File: src/rtl/target_addr_table_if.sv
// Interface for target_addr_table: CSR staging inputs, bus-event inputs, lookup
// request/response and the effective table outputs.
// master: target FSM / CSR block side (drives requests). slave: the address table.
interface target_addr_table_if #(
  parameter int NUM_TARGETS = 2,
  parameter int IDX_W       = (NUM_TARGETS > 1) ? $clog2(NUM_TARGETS) : 1
);
  // software-facing CSR image, target i at [7i+:7]
  logic [7*NUM_TARGETS-1:0] csr_sta_addr;
  logic [NUM_TARGETS-1:0]   csr_sta_valid;
  logic [7*NUM_TARGETS-1:0] csr_dyn_addr;
  logic [NUM_TARGETS-1:0]   csr_dyn_valid;
  logic                     csr_wr;
  logic                     bus_idle;
  // bus events from the target FSM
  logic                     daa_set;
  logic [IDX_W-1:0]         daa_idx;
  logic [6:0]               daa_addr;
  logic                     rstdaa;
  // address lookup
  logic                     lkp_valid;
  logic [6:0]               lkp_addr;
  logic                     lkp_hit;
  logic [IDX_W-1:0]         lkp_idx;
  logic                     lkp_hj;
  logic                     lkp_bcast;
  // effective table
  logic [7*NUM_TARGETS-1:0] sta_addr;
  logic [NUM_TARGETS-1:0]   sta_valid;
  logic [7*NUM_TARGETS-1:0] dyn_addr;
  logic [NUM_TARGETS-1:0]   dyn_valid;
  logic [7*NUM_TARGETS-1:0] ibi_addr;
  logic [NUM_TARGETS-1:0]   ibi_valid;
  logic                     pending;
  logic                     conflict;
  logic                     wb_req;
  logic [IDX_W-1:0]         wb_idx;

  modport master (
    output csr_sta_addr, csr_sta_valid, csr_dyn_addr, csr_dyn_valid, csr_wr, bus_idle,
    output daa_set, daa_idx, daa_addr, rstdaa, lkp_valid, lkp_addr,
    input  lkp_hit, lkp_idx, lkp_hj, lkp_bcast,
    input  sta_addr, sta_valid, dyn_addr, dyn_valid, ibi_addr, ibi_valid,
    input  pending, conflict, wb_req, wb_idx
  );

  modport slave (
    input  csr_sta_addr, csr_sta_valid, csr_dyn_addr, csr_dyn_valid, csr_wr, bus_idle,
    input  daa_set, daa_idx, daa_addr, rstdaa, lkp_valid, lkp_addr,
    output lkp_hit, lkp_idx, lkp_hj, lkp_bcast,
    output sta_addr, sta_valid, dyn_addr, dyn_valid, ibi_addr, ibi_valid,
    output pending, conflict, wb_req, wb_idx
  );
endinterface

File: src/rtl/target_addr_table.sv
// Registered table of NUM_TARGETS target identities (static/dynamic address + valid).
// Latency: lookup 1 cycle; CSR write committed the edge after pending is set, if bus idle.
// Backpressure: none; CSR writes wait in 'pending' while the bus is busy or a bus event fires.
// Ports: clk_i, rst_ni (async active-low), bus (target_addr_table_if.slave).
module target_addr_table #(
  parameter int         NUM_TARGETS = 2,
  parameter logic [6:0] HJ_ADDR     = 7'h02,
  localparam int        IDX_W       = (NUM_TARGETS > 1) ? $clog2(NUM_TARGETS) : 1
) (
  input logic                  clk_i,
  input logic                  rst_ni,
  target_addr_table_if.slave   bus
);

  localparam logic [6:0]     BCAST_ADDR = 7'h7E;
  localparam logic [IDX_W:0] NUM_T      = NUM_TARGETS[IDX_W:0];

  logic [NUM_TARGETS-1:0][6:0] sta_addr_q, dyn_addr_q;
  logic [NUM_TARGETS-1:0]      sta_valid_q, dyn_valid_q;
  logic                        pending_q;
  logic                        conflict_q, conflict_d;
  logic                        wb_req_q;
  logic [IDX_W-1:0]            wb_idx_q;
  logic                        lkp_hit_q, lkp_hj_q, lkp_bcast_q;
  logic [IDX_W-1:0]            lkp_idx_q;
  logic                        lkp_hit_d, lkp_hj_d, lkp_bcast_d, lkp_found;
  logic [IDX_W-1:0]            lkp_idx_d;

  logic bus_evt, commit, daa_ok;

  // Any bus event, even a rejected DAA, holds off the commit for that cycle.
  assign bus_evt = bus.daa_set | bus.rstdaa;
  assign commit  = pending_q & bus.bus_idle & ~bus_evt;
  assign daa_ok  = bus.daa_set && ({1'b0, bus.daa_idx} < NUM_T) &&
                   (bus.daa_addr != HJ_ADDR) && (bus.daa_addr != BCAST_ADDR);

  // Table: RSTDAA > DAA assignment > CSR commit.
  always_ff @(posedge clk_i or negedge rst_ni) begin
    if (!rst_ni) begin
      sta_addr_q  <= '0;
      sta_valid_q <= '0;
      dyn_addr_q  <= '0;
      dyn_valid_q <= '0;
    end else if (bus.rstdaa) begin
      dyn_valid_q <= '0;
    end else if (daa_ok) begin
      dyn_addr_q[bus.daa_idx]  <= bus.daa_addr;
      dyn_valid_q[bus.daa_idx] <= 1'b1;
    end else if (commit) begin
      sta_addr_q  <= bus.csr_sta_addr;
      sta_valid_q <= bus.csr_sta_valid;
      dyn_addr_q  <= bus.csr_dyn_addr;
      dyn_valid_q <= bus.csr_dyn_valid;
    end
  end

  // A write landing on the commit edge keeps pending set so the newer value follows.
  always_ff @(posedge clk_i or negedge rst_ni) begin
    if (!rst_ni) begin
      pending_q <= 1'b0;
      wb_req_q  <= 1'b0;
      wb_idx_q  <= '0;
    end else begin
      pending_q <= bus.csr_wr | (pending_q & ~commit);
      wb_req_q  <= bus.rstdaa | daa_ok;
      if (bus.rstdaa) begin
        wb_idx_q <= '0;
      end else if (daa_ok) begin
        wb_idx_q <= bus.daa_idx;
      end
    end
  end

  // Lookup against the current (pre-update) table. Dynamic matches are
  // searched over all targets before any static match is considered.
  always_comb begin
    lkp_hit_d   = 1'b0;
    lkp_hj_d    = 1'b0;
    lkp_bcast_d = 1'b0;
    lkp_idx_d   = '0;
    lkp_found   = 1'b0;
    if (bus.lkp_valid) begin
      lkp_bcast_d = (bus.lkp_addr == BCAST_ADDR);
      if (bus.lkp_addr == HJ_ADDR) begin
        lkp_hit_d = 1'b1;
        lkp_hj_d  = 1'b1;
      end else begin
        for (int i = 0; i < NUM_TARGETS; i++) begin
          if (!lkp_found && dyn_valid_q[i] && (dyn_addr_q[i] == bus.lkp_addr)) begin
            lkp_found = 1'b1;
            lkp_idx_d = IDX_W'(i);
          end
        end
        for (int i = 0; i < NUM_TARGETS; i++) begin
          if (!lkp_found && sta_valid_q[i] && (sta_addr_q[i] == bus.lkp_addr)) begin
            lkp_found = 1'b1;
            lkp_idx_d = IDX_W'(i);
          end
        end
        lkp_hit_d = lkp_found;
      end
    end
  end

  always_ff @(posedge clk_i or negedge rst_ni) begin
    if (!rst_ni) begin
      lkp_hit_q   <= 1'b0;
      lkp_idx_q   <= '0;
      lkp_hj_q    <= 1'b0;
      lkp_bcast_q <= 1'b0;
    end else begin
      lkp_hit_q   <= lkp_hit_d;
      lkp_idx_q   <= lkp_idx_d;
      lkp_hj_q    <= lkp_hj_d;
      lkp_bcast_q <= lkp_bcast_d;
    end
  end

  // Conflict: slots 0..N-1 are static addresses, N..2N-1 dynamic. Slot a and
  // a+N belong to the same target and may legitimately share an address.
  always_comb begin
    conflict_d = 1'b0;
    for (int a = 0; a < 2*NUM_TARGETS; a++) begin
      logic [6:0] addr_a;
      logic       vld_a;
      addr_a = (a < NUM_TARGETS) ? sta_addr_q[a % NUM_TARGETS]  : dyn_addr_q[a % NUM_TARGETS];
      vld_a  = (a < NUM_TARGETS) ? sta_valid_q[a % NUM_TARGETS] : dyn_valid_q[a % NUM_TARGETS];
      if (vld_a && ((addr_a == HJ_ADDR) || (addr_a == BCAST_ADDR))) begin
        conflict_d = 1'b1;
      end
      for (int b = a + 1; b < 2*NUM_TARGETS; b++) begin
        logic [6:0] addr_b;
        logic       vld_b;
        addr_b = (b < NUM_TARGETS) ? sta_addr_q[b % NUM_TARGETS]  : dyn_addr_q[b % NUM_TARGETS];
        vld_b  = (b < NUM_TARGETS) ? sta_valid_q[b % NUM_TARGETS] : dyn_valid_q[b % NUM_TARGETS];
        if (vld_a && vld_b && (addr_a == addr_b) && (b != a + NUM_TARGETS)) begin
          conflict_d = 1'b1;
        end
      end
    end
  end

  always_ff @(posedge clk_i or negedge rst_ni) begin
    if (!rst_ni) begin
      conflict_q <= 1'b0;
    end else begin
      conflict_q <= conflict_d;
    end
  end

  // IBI identity: dynamic address once assigned, otherwise the static one.
  for (genvar g = 0; g < NUM_TARGETS; g++) begin : g_ibi
    assign bus.ibi_addr[7*g +: 7] = dyn_valid_q[g] ? dyn_addr_q[g] : sta_addr_q[g];
  end

  assign bus.ibi_valid = sta_valid_q | dyn_valid_q;
  assign bus.sta_addr  = sta_addr_q;
  assign bus.sta_valid = sta_valid_q;
  assign bus.dyn_addr  = dyn_addr_q;
  assign bus.dyn_valid = dyn_valid_q;
  assign bus.pending   = pending_q;
  assign bus.conflict  = conflict_q;
  assign bus.wb_req    = wb_req_q;
  assign bus.wb_idx    = wb_idx_q;
  assign bus.lkp_hit   = lkp_hit_q;
  assign bus.lkp_idx   = lkp_idx_q;
  assign bus.lkp_hj    = lkp_hj_q;
  assign bus.lkp_bcast = lkp_bcast_q;

endmodule

File: src/flat_wrapper.sv
// flat-port wrapper written by rule: the top's interface ports become plain ports
module target_addr_table_flat 
#(
  parameter int         NUM_TARGETS = 2,
  parameter logic [6:0] HJ_ADDR     = 7'h02,
  localparam int        IDX_W       = (NUM_TARGETS > 1) ? $clog2(NUM_TARGETS) : 1
)
  (clk_i, rst_ni, bus_csr_sta_addr, bus_csr_sta_valid, bus_csr_dyn_addr, bus_csr_dyn_valid, bus_csr_wr, bus_bus_idle, bus_daa_set, bus_daa_idx, bus_daa_addr, bus_rstdaa, bus_lkp_valid, bus_lkp_addr, bus_lkp_hit, bus_lkp_idx, bus_lkp_hj, bus_lkp_bcast, bus_sta_addr, bus_sta_valid, bus_dyn_addr, bus_dyn_valid, bus_ibi_addr, bus_ibi_valid, bus_pending, bus_conflict, bus_wb_req, bus_wb_idx);
  target_addr_table_if #(.NUM_TARGETS(NUM_TARGETS)) bus_i ();
  input logic clk_i;
  input logic rst_ni;
  input wire logic [$bits(bus_i.csr_sta_addr)-1:0] bus_csr_sta_addr;
  input wire logic [$bits(bus_i.csr_sta_valid)-1:0] bus_csr_sta_valid;
  input wire logic [$bits(bus_i.csr_dyn_addr)-1:0] bus_csr_dyn_addr;
  input wire logic [$bits(bus_i.csr_dyn_valid)-1:0] bus_csr_dyn_valid;
  input wire logic [$bits(bus_i.csr_wr)-1:0] bus_csr_wr;
  input wire logic [$bits(bus_i.bus_idle)-1:0] bus_bus_idle;
  input wire logic [$bits(bus_i.daa_set)-1:0] bus_daa_set;
  input wire logic [$bits(bus_i.daa_idx)-1:0] bus_daa_idx;
  input wire logic [$bits(bus_i.daa_addr)-1:0] bus_daa_addr;
  input wire logic [$bits(bus_i.rstdaa)-1:0] bus_rstdaa;
  input wire logic [$bits(bus_i.lkp_valid)-1:0] bus_lkp_valid;
  input wire logic [$bits(bus_i.lkp_addr)-1:0] bus_lkp_addr;
  output wire logic [$bits(bus_i.lkp_hit)-1:0] bus_lkp_hit;
  output wire logic [$bits(bus_i.lkp_idx)-1:0] bus_lkp_idx;
  output wire logic [$bits(bus_i.lkp_hj)-1:0] bus_lkp_hj;
  output wire logic [$bits(bus_i.lkp_bcast)-1:0] bus_lkp_bcast;
  output wire logic [$bits(bus_i.sta_addr)-1:0] bus_sta_addr;
  output wire logic [$bits(bus_i.sta_valid)-1:0] bus_sta_valid;
  output wire logic [$bits(bus_i.dyn_addr)-1:0] bus_dyn_addr;
  output wire logic [$bits(bus_i.dyn_valid)-1:0] bus_dyn_valid;
  output wire logic [$bits(bus_i.ibi_addr)-1:0] bus_ibi_addr;
  output wire logic [$bits(bus_i.ibi_valid)-1:0] bus_ibi_valid;
  output wire logic [$bits(bus_i.pending)-1:0] bus_pending;
  output wire logic [$bits(bus_i.conflict)-1:0] bus_conflict;
  output wire logic [$bits(bus_i.wb_req)-1:0] bus_wb_req;
  output wire logic [$bits(bus_i.wb_idx)-1:0] bus_wb_idx;
  assign bus_i.csr_sta_addr = bus_csr_sta_addr;
  assign bus_i.csr_sta_valid = bus_csr_sta_valid;
  assign bus_i.csr_dyn_addr = bus_csr_dyn_addr;
  assign bus_i.csr_dyn_valid = bus_csr_dyn_valid;
  assign bus_i.csr_wr = bus_csr_wr;
  assign bus_i.bus_idle = bus_bus_idle;
  assign bus_i.daa_set = bus_daa_set;
  assign bus_i.daa_idx = bus_daa_idx;
  assign bus_i.daa_addr = bus_daa_addr;
  assign bus_i.rstdaa = bus_rstdaa;
  assign bus_i.lkp_valid = bus_lkp_valid;
  assign bus_i.lkp_addr = bus_lkp_addr;
  assign bus_lkp_hit = bus_i.lkp_hit;
  assign bus_lkp_idx = bus_i.lkp_idx;
  assign bus_lkp_hj = bus_i.lkp_hj;
  assign bus_lkp_bcast = bus_i.lkp_bcast;
  assign bus_sta_addr = bus_i.sta_addr;
  assign bus_sta_valid = bus_i.sta_valid;
  assign bus_dyn_addr = bus_i.dyn_addr;
  assign bus_dyn_valid = bus_i.dyn_valid;
  assign bus_ibi_addr = bus_i.ibi_addr;
  assign bus_ibi_valid = bus_i.ibi_valid;
  assign bus_pending = bus_i.pending;
  assign bus_conflict = bus_i.conflict;
  assign bus_wb_req = bus_i.wb_req;
  assign bus_wb_idx = bus_i.wb_idx;
  target_addr_table #(.NUM_TARGETS(NUM_TARGETS), .HJ_ADDR(HJ_ADDR)) u_core (.clk_i(clk_i), .rst_ni(rst_ni), .bus(bus_i));
endmodule
File: config.mk
export PLATFORM = sky130hd
export DESIGN_NAME = target_addr_table_flat
export DESIGN_NICKNAME = d
export VERILOG_FILES = /design/src/rtl/target_addr_table_if.sv /design/src/rtl/target_addr_table.sv /design/src/flat_wrapper.sv
export SDC_FILE = /design/constraint.sdc
export NUM_CORES = 1
export LEC_CHECK = 0
export BUFFER_PORTS_ARGS = -buffer_cell sky130_fd_sc_hd__clkbuf_2
export CAP_MARGIN = 25
export CORE_MARGIN = 2
export CORE_UTILIZATION = 45
export DETAILED_ROUTE_END_ITERATION = 16
export PLACE_DENSITY_LB_ADDON = 0.08
export SLEW_MARGIN = 40
export SYNTH_ARGS = -nofsm -noshare
export SYNTH_HDL_FRONTEND = slang
export SYNTH_SLANG_ARGS = --single-unit
File: constraint.sdc
create_clock -name clk_i -period 1.35 [get_ports clk_i]
set_input_delay 0.27 -clock clk_i [delete_from_list [all_inputs] [get_ports clk_i]]
set_output_delay 0.27 -clock clk_i [all_outputs]
set_load 0.02 [all_outputs]
* Word-level counts from Yosys, hierarchy flattened
Cells that the tools add are included.
** Storage, ports and cells
- Flip-flop bits (word level) :: 40
- Input port bits :: 54
- Output and inout port bits :: 56
- Word-level logic and storage cells :: 124
** Cells by class
- Order comparisons :: 2
- Equality and inequality tests :: 20
- Mux-type cells :: 42
- Bitwise logic cells :: 12
- Reduce and logical (&&, ||, !) cells :: 34
** Operators by type and width (count)
- $eq A7 B7 Y1 :: 8
- $eq A7 B2 Y1 const B :: 5
- $eq A7 B7 Y1 const B :: 5
- $mux W1 :: 31
- $mux W14 :: 2
- $logic_and A1 B1 Y1 :: 22
- $mux W7 :: 3
- $bwmux W14 :: 1
- $demux W7 S1 :: 1
- $ne A7 B2 Y1 const B :: 1
- $ne A7 B7 Y1 const B :: 1
- $mux W2 :: 3
- $logic_or A1 B1 Y1 :: 4
- $not A1 Y1 :: 4
- $or A2 B2 Y2 :: 2
- $reduce_bool A2 Y1 :: 2
- $and A1 B1 Y1 :: 3
- $logic_not A1 Y1 :: 3
- $or A1 B1 Y1 :: 3
- $reduce_and A3 Y1 :: 1
- $reduce_bool A3 Y1 :: 1
- $lt A1 B2 Y1 const B :: 1
- $reduce_and A2 Y1 :: 1
- $demux W1 S1 :: 1
- $ge A1 B1 Y1 const B :: 1

* Longest topological paths before layout
Gate-level depths: netlist of the first run.
- Depth after elaboration :: 23
- Gate-level depth with buffers :: 7
- Mapped depth without buffers :: 5

* Least setup slack after synthesis of the first run
No wires, ideal clock.
- Path kind :: in2reg
- Start point :: in bus_daa_addr[1]
- End point :: reg u_core.dyn_addr_q (netlist bit u_core.bus.dyn_addr[10])
- Arrival time :: 1.450 ns
- Data required time :: 1.225 ns
- Setup slack :: -0.224 ns
- Stages on the path :: 5
- Buffers on the path :: 0
- Path through :: nor2b_1 nand4_1 and3_4 a31oi_2 mux2_2
** Between the ends
- Cells in the longest elaborated chain, start to end :: 5
** Ends and longest elaborated chain
- start, declared :: RTL line flat_wrapper.sv:20 : input wire logic [$bits(bus_i.daa_addr)-1:0] bus_daa_addr;
- $ne A7 B2 Y1 :: RTL line target_addr_table.sv:35 : (bus.daa_addr != HJ_ADDR) && (bus.daa_addr != BCAST_ADDR);
- $logic_and A1 B1 Y1 :: RTL line target_addr_table.sv:34 : assign daa_ok = bus.daa_set && ({1'b0, bus.daa_idx} < NUM_T) &&
- $logic_and A1 B1 Y1 * :: RTL line target_addr_table.sv:35
- $reduce_bool A2 Y1 (no source line)
- $reduce_and A2 Y1 (no source line)
- end signal, assigned by index :: RTL line target_addr_table.sv:47 : dyn_addr_q[bus.daa_idx] <= bus.daa_addr;
- end signal, assigned :: RTL line target_addr_table.sv:52 : dyn_addr_q <= bus.csr_dyn_addr;
- end, declared :: RTL line target_addr_table.sv:18 : logic [NUM_TARGETS-1:0][6:0] sta_addr_q, dyn_addr_q;
Every way passes the cells marked *; elsewhere a longest branch is shown, timed or not.
A chain may end at the register's enable or synchronous reset.

* Worst setup path in the final report of the first run
- Start point :: reg u_core.dyn_valid_q[0], in the netlist u_core.bus.dyn_valid[0]
- End point :: out bus_ibi_addr[0]
** Between the ends
- Cells in the longest elaborated chain, start to end :: 1
** Ends and longest elaborated chain
- start, declared :: RTL line target_addr_table.sv:19 : logic [NUM_TARGETS-1:0] sta_valid_q, dyn_valid_q;
- start signal, assigned :: RTL line target_addr_table.sv:53 : dyn_valid_q <= bus.csr_dyn_valid;
- $mux W7 :: RTL line target_addr_table.sv:153 : assign bus.ibi_addr[7*g +: 7] = dyn_valid_q[g] ? dyn_addr_q[g] : sta_addr_q[g];
- end, declared :: RTL line flat_wrapper.sv:32 : output wire logic [$bits(bus_i.ibi_addr)-1:0] bus_ibi_addr;
Every way passes these cells.

==> metrics.yaml, run 1 <==
cts:
  cts_buffers: 5
  clock_sinks: 40
  cts_tree: "done"
  cts.path.max_buffers: 2
  clk_pin_slew_ps: 90
  clk_latency_ps: 300
  cts_root_buf: "clkbuf_8"
  cts_max_level: 2
power_and_ir_drop:
  combinationalPowerShare_pct: 55.5
  seqPwrFrac_pct: 30.2
  vdd_drop_max_mv: 0.855
  p_sw_w: 0.00227
  p_leak_nw: 2.39
  cell_internal_pwr_w: 0.00367
  power_density_nw_per_um2: 1230
  p_sw_share_pct: 38.2
  power_frac_clock_pct: 14.3
outcome:
  violations: "setup timing"
  status: "finished with violations"
sta:
  period_share_pct: 118
  finalMaxSlewViolations: 0
  period_needed_ps: 1590
  slew_headroom_pct: 77.4
  skew_ps: 9.62
  rsz0062_at_grt: "true"
  fin_ws_ps: -243
  max_freq_mhz: 628
  finalHoldViolCount: 0
  tightest_slew_ps: 337
  setup_viol: 38
drt:
  postRouteAntennaNets: 0
  drt-pass1-iter-count: 4
  vias: 3070
  drc: 0
  routed_via_density: 5.21
  drt-initial-drc-count: 135
  wl_per_cell_um: 17.1
  routed_wl_mm: 10.1
yosys:
  ys_seq_elements: 40
  yosys.cell_types.count: 34
  syn_area_um2: 2950
  yosys_warnings: 0
  syn-instance-count: 332
  avgSynthCellArea_um2: 8.87
  seq_area_frac_synth_pct: 34.0
  syn_nets: 386
global_route:
  grt_pass1_vias: 2966
  antenna_found_initial: 0
  grt_pass1_wl_mm: 15.3
  grt_start_max_net_pins: 41
  grt_remaining_overflow: 0
  grt_usage_pct: 27.1
setup_path:
  start_kind: "register"
  timing_worst_setup_path_type: "register to output pin"
  cp-end-kind: "output pin"
  crit_required_ps: 1080
  cp.arrival_ps: 1320
  crit_fanout: 5
cells_and_area:
  drive_gt1_share_pct: 58.4
  layoutNonFillerInstCount: 589
  syn_to_final_growth_pct: 64.4
  n_antenna_cell: 0
  fin_nets: 565
  nFillCells: 428
floorplanning:
  io_pins: 110
  die_h_um: 84.9
  coreArea_um2: 6350
  rows: 29
  start_util_pct: 46.4
  die_area_um2: 7210
  die_w_um: 84.9
placed_design:
  dp_worst_setup_slack_ps: -416
  dp.cells: 541
  portBuffers: 109
  dp_hpwl_mm: 6.64
  gp_congestion: 0.886
flow_run:
  drv_cap: 0
worst_hold_path:
  hold_class: "input port to register"
==> path summary, 6_finish.rpt <==
check,slack (ps),endpoint,cells after the start,start
min in group asynchronous,480,u_core.bus.lkp_idx,3,rst_ni
min reg2reg,530,u_core.bus.wb_idx,2,u_core.bus.wb_idx
max reg2reg,-150,u_core.bus.lkp_idx,6,u_core.bus.sta_addr[9]
max,-240,bus_ibi_addr[0],3,u_core.bus.dyn_valid[0]
min,140,u_core.bus.pending,2,bus_csr_wr
max in group asynchronous,640,u_core.bus.sta_addr[2],3,rst_ni
==> stage by stage <==
step / TNS [ps] / power [W] / utilization [%] / hold WS [ps] / area [µm²]
final: -4640 / 0.00594 / 76.3 / 137 / 4840
after global routing: -5780 / 0.00620 / 76.3 / 161 / 4840
after CTS: -4640 / 0.00558 / 72.6 / 137 / 4610
after detailed placement: -6820 / 0.00420 / 62.0 / 267 / 3940
after global placement: -6140 / 0.00416 / 62.0 / 266 / 3940
after floorplan: -3020 / 0.00324 / - / -25.6 / 3010
==> registers in the layout, summed over array words and instances, names as in the netlist <==
register,cells
u_core.bus.dyn_addr,14
u_core.bus.lkp_hj,1
u_core.bus.dyn_valid,2
u_core.bus.wb_idx,1
u_core.bus.wb_req,1
u_core.bus.pending,1
u_core.bus.sta_valid,2
u_core.bus.sta_addr,14
u_core.bus.conflict,1
u_core.bus.lkp_hit,1
u_core.bus.lkp_bcast,1
u_core.bus.lkp_idx,1
==> critical path, stage by stage, from the launching register on <==
cell	delay, ps
dfrtp_2	430
buf_6	150
mux2_4	310
buf_8	130
==> cell usage after synthesis <==
library cell	instances	area (µm²)
mux2_2	26	293
clkbuf_1	35	131
nand2b_1	1	6.26
xnor2_1	48	420
nand4_1	18	113
inv_1	12	45.0
mux2i_1	9	90.1
buf_2	1	5.00
o22ai_1	1	6.26
and3_4	1	11.3
o31ai_1	1	7.51
and4_1	4	35.0
nor3_1	7	35.0
buf_6	2	22.5
nor3b_1	1	7.51
a211oi_2	1	12.5
or2_2	3	18.8
nand2_1	53	199
nor2_1	12	45.0
a21oi_1	1	5.00
a21oi_4	1	16.3
a21o_1	1	7.51
a31oi_2	1	12.5
buf_1	2	7.51
dfrtp_1	40	1000
nor2b_1	7	43.8
nand3_1	5	25.0
nor4_1	7	43.8
o21ai_0	10	50.1
mux2_4	8	120
o31a_1	1	8.76
and3_1	3	18.8
xor2_1	8	70.1
o221a_2	1	11.3
==> area by class of cell <==
type	count	area (µm²)	share of cell area, %
multi-input cells	241	1890	39.1
inverters	12	45.0	0.930
well taps	77	96.3	1.99
clock inverters	2	10.0	0.207
clock buffers	6	82.6	1.71
repair buffers	211	1680	34.7
flip-flops and latches	40	1030	21.4
==> routing by layer <==
layer,GRT usage (%),share of wire (%)
met5,0,0
met4,8.51,1.5
met3,3.50,5.7
met2,46.1,51
met1,35.9,42
==> timing repair <==
action,CTS,global route
setup buffers,32,10
hold endpoints to repair,40,0
cloned,1,0
endpoints found under the setup margin,51,48
resized for setup,81,78
pin swaps,19,10
hold buffers,1,0
==> power by group through the flow <==
| stage | logic (W) | clock network (W) | registers (W) |
|---|---|---|---|
| 4_1_cts | 0.00296 | 0.000862 | 0.00176 |
| 5_1_grt | 0.00349 | 0.000898 | 0.00181 |
| 6_report | 0.00330 | 0.000852 | 0.00179 |
| 3_3_place_gp | 0.00228 | 0 | 0.00188 |
| 3_5_place_dp | 0.00232 | 0 | 0.00188 |
| 2_1_floorplan | 0.00144 | 0 | 0.00180 |
==> cells in the final DEF, fill, tap and decap left out, types with 2 or more instances in the layout <==
master and n:
and3_4 4, and4_1 4, buf_12 6, buf_4 74, buf_6 36, buf_8 12, clkbuf_2 82, clkbuf_8 6
clkinv_2 2, dfrtp_1 13, dfrtp_2 27, inv_1 12, mux2_2 7, mux2_4 27, mux2i_1 9, nand2_1 51
nand3_1 5, nand4_1 18, nor2_1 11, nor2b_1 6, nor3_1 6, nor4_1 6, o21ai_0 4, o21ai_1 4
or2_4 3, xnor2_1 48, xor2_1 8
==> kinds of logic after synthesis <==
group	count (synthesis)	synth area share, %
xor gates and xnor gates	56	16.7
AOI/OAI and AO/OA	19	4.67
and+or+nand+nor	122	20.4
buffers and inverters	52	7.18
DFF	40	34.0
muxes	43	17.1
(Power assumes the default switching activity.)
==> run 2: changes to the inputs <==
--- a/config.mk
+++ b/config.mk
@@ -6,8 +6,9 @@
 export NUM_CORES = 1
 export LEC_CHECK = 0
+export ABC_AREA = 1
 export BUFFER_PORTS_ARGS = -buffer_cell sky130_fd_sc_hd__clkbuf_2
 export CAP_MARGIN = 25
 export CORE_MARGIN = 2
-export CORE_UTILIZATION = 45
+export CORE_UTILIZATION = 46
 export DETAILED_ROUTE_END_ITERATION = 16
 export PLACE_DENSITY_LB_ADDON = 0.08
==> constraint.sdc (replaced) <==
create_clock -name clk_i -period 1.35 [get_ports clk_i]
set_input_delay 0.27 -clock clk_i [delete_from_list [all_inputs] [get_ports clk_i]]
set_output_delay 0.27 -clock clk_i [all_outputs]
set_load 0.1 [all_outputs]
==> metrics.yaml, run 2 <==
sta:
  skew_ps: 18.4
  fin_ws_ps: -373
  period_needed_ps: 1720
  period_share_pct: 128
  rsz0062_at_grt: "true"
  finalHoldViolCount: 0
  setup_viol: 50
  tightest_slew_ps: 350
  slew_headroom_pct: 76.6
  finalMaxSlewViolations: 0
  max_freq_mhz: 580
yosys:
  syn_nets: 604
  synth_area_leaders: "dfrtp_1, nand2_1, inv_1, nand3_1, o21ai_0"
  seq_area_frac_synth_pct: 30.7
  yosys.cell_types.count: 30
  syn-instance-count: 550
  yosys_warnings: 0
  ys_top_cells_by_count: "nand2_1, inv_1, nand3_1, dfrtp_1, o21ai_0"
  avgSynthCellArea_um2: 5.92
  syn_area_um2: 3260
  synth.most_common_cell: "nand2_1"
  ys_seq_elements: 40
  yosys.area.top_type: "dfrtp_1"
  async_flop_share_pct: 100
  synth-edff-count: 0
  yosys_most_used_dff: "dfrtp_1"
  synth_top_area_share_pct: 30.7
setup_path:
  regToRegSetupSlack_ps: -370
  crit_fanout: 5
  cp.arrival_ps: 1960
  reg2reg_depth: 10
  crit_required_ps: 1590
  r2r-start: "u_core.bus.sta_addr[12]"
  cp-end-kind: "register"
  timing_worst_setup_path_type: "register to register"
  start_kind: "register"
  r2r-end: "u_core.bus.conflict"
power_and_ir_drop:
  p_leak_nw: 3.10
  total_power_w: 0.00945
  vdd_drop_max_mv: 1.22
  power_density_nw_per_um2: 1540
cts:
  clk_latency_ps: 320
  cts_buffers: 5
  cts_tree: "done"
  cts_root_buf: "clkbuf_8"
  clk_pin_slew_ps: 110
  cts_max_level: 2
  clock_sinks: 40
  cts.path.max_buffers: 2
drt:
  drt-initial-drc-count: 942
  postRouteAntennaNets: 0
  vias: 5107
  wl_per_cell_um: 21.1
  routed_via_density: 6.02
  drt-pass1-iter-count: 6
  drc: 0
  routed_wl_mm: 17.9
outcome:
  status: "finished with violations"
  violations: "setup timing"
worst_hold_path:
  worstHoldEndpoint: "u_core.bus.pending"
  hp-start: "bus_csr_wr"
  hold_class: "input port to register"
  hold_depth: 2
global_route:
  grt_pass1_vias: 4858
  grt_pass1_wl_mm: 24.2
  grt_start_max_net_pins: 41
  grt_remaining_overflow: 0
  antenna_found_initial: 0
  grt_usage_pct: 41.1
floorplanning:
  io_pins: 110
  die_area_um2: 7770
  start_util_pct: 47.7
  rows: 30
  die_h_um: 88.1
  coreArea_um2: 6830
  die_w_um: 88.1
placed_design:
  portBuffers: 109
  dp_hpwl_mm: 10.6
  place_area_um2: 5610
  gp_congestion: 0.950
cells_and_area:
  fin_nets: 805
  n_antenna_cell: 0
  final_cell_area_um2: 6120
  layout_common_cells: "nand2_1, buf_4, buf_12"
  syn_to_final_growth_pct: 88.0
  nFillCells: 318
  layout_commonest_cell: "nand2_1"
  drive_gt1_share_pct: 42.7
flow_run:
  drv_cap: 0
==> run 2: changes by cell type after synthesis, moves of 27 or more <==
cell,delta
xnor2_1,-42
o21ai_0,+27
inv_1,+57
nand2_1,+191
clkbuf_1,-27
nand3_1,+36
==> run 2: through the flow <==
step	cells	worst slack, ps	utilization (%)	hold slack, ps	setup TNS, ps
after floorplan	550	-432	-	-25.6	-6320
after global placement	809	-73.2	82.1	261	-1010
after detailed placement	809	-154	82.1	260	-1820
after CTS	842	-289	88.4	156	-5480
after global routing	848	-406	89.6	154	-8370
final	848	-373	89.6	140	-7310
==> run 2: area by class of cell <==
| class | instances | area, µm² | area share [%] |
|---|---|---|---|
| multi-input combinational | 415 | 2140 | 35.0 |
| tap | 96 | 120 | 1.96 |
| clock buffer | 5 | 68.8 | 1.12 |
| timing repair buffer | 216 | 2350 | 38.4 |
| clock inverter | 3 | 42.5 | 0.695 |
| sequential | 40 | 1090 | 17.9 |
| inverter | 73 | 304 | 4.97 |
==> run 2: repair_timing <==
action                     CTS  global route
gates cloned                 1             0
buffers inserted            23            11
setup endpoints to repair   39            44
hold endpoints to repair    40             0
hold buffers                 1             0
pin swaps                    2             0
gates resized for setup     32            17
==> run 2: power by group <==
group          internal (W)  switching (W)  total, W
sequential          0.00147       0.000317   0.00179
combinational       0.00241        0.00418   0.00658
clock              0.000549       0.000528   0.00108
==> run 2: worst max-delay path by stage <==
stage	startpoint	end	slack [ps]	depth (start not counted)
6_report	u_core.bus.sta_addr[12]	u_core.bus.conflict	-370	10
5_1_grt	u_core.bus.sta_addr[12]	u_core.bus.conflict	-410	9
4_1_cts	u_core.bus.dyn_valid[0]	bus_ibi_addr[4]	-290	3
3_5_place_dp	bus_daa_addr[3]	u_core.bus.dyn_addr[3]	-150	9
3_3_place_gp	bus_daa_addr[4]	u_core.bus.dyn_addr[5]	-70	9
2_1_floorplan	u_core.bus.dyn_valid[0]	bus_ibi_addr[2]	-430	3
==> run 2: worst max-delay path: stages (launching register included) <==
cell and delay, ps:
dfrtp_4 460, clkinvlp_4 140, buf_4 160, buf_4 160, nand2_1 80, nand3_1 110
nor2_1 170, nand2_1 90, nand3_1 100, nand2_1 70, nand3_1 110
==> run 2: cell families (layout without fill, tap and decap cells) <==
logic type | Yosys count | in the layout | synth area share, %
AOI/OAI and AO/OA | 52 | 52 | 8.22
and+or+nand+nor | 357 | 357 | 47.1
buffers and inverters | 95 | 297 | 12.3
xor gates and xnor gates | 6 | 6 | 1.61
DFF | 40 | 40 | 30.7
==> run 2: metal layers <==
layer	part of all wire, %	wire (µm)	up-vias	global-route usage (%)
met5	0	0	-	0
met4	7.4	1310	0	20.7
met3	14	2420	153	11.9
met2	46	8130	525	69.5
met1	34	5990	2303	47.5
li1	-	-	2126	-
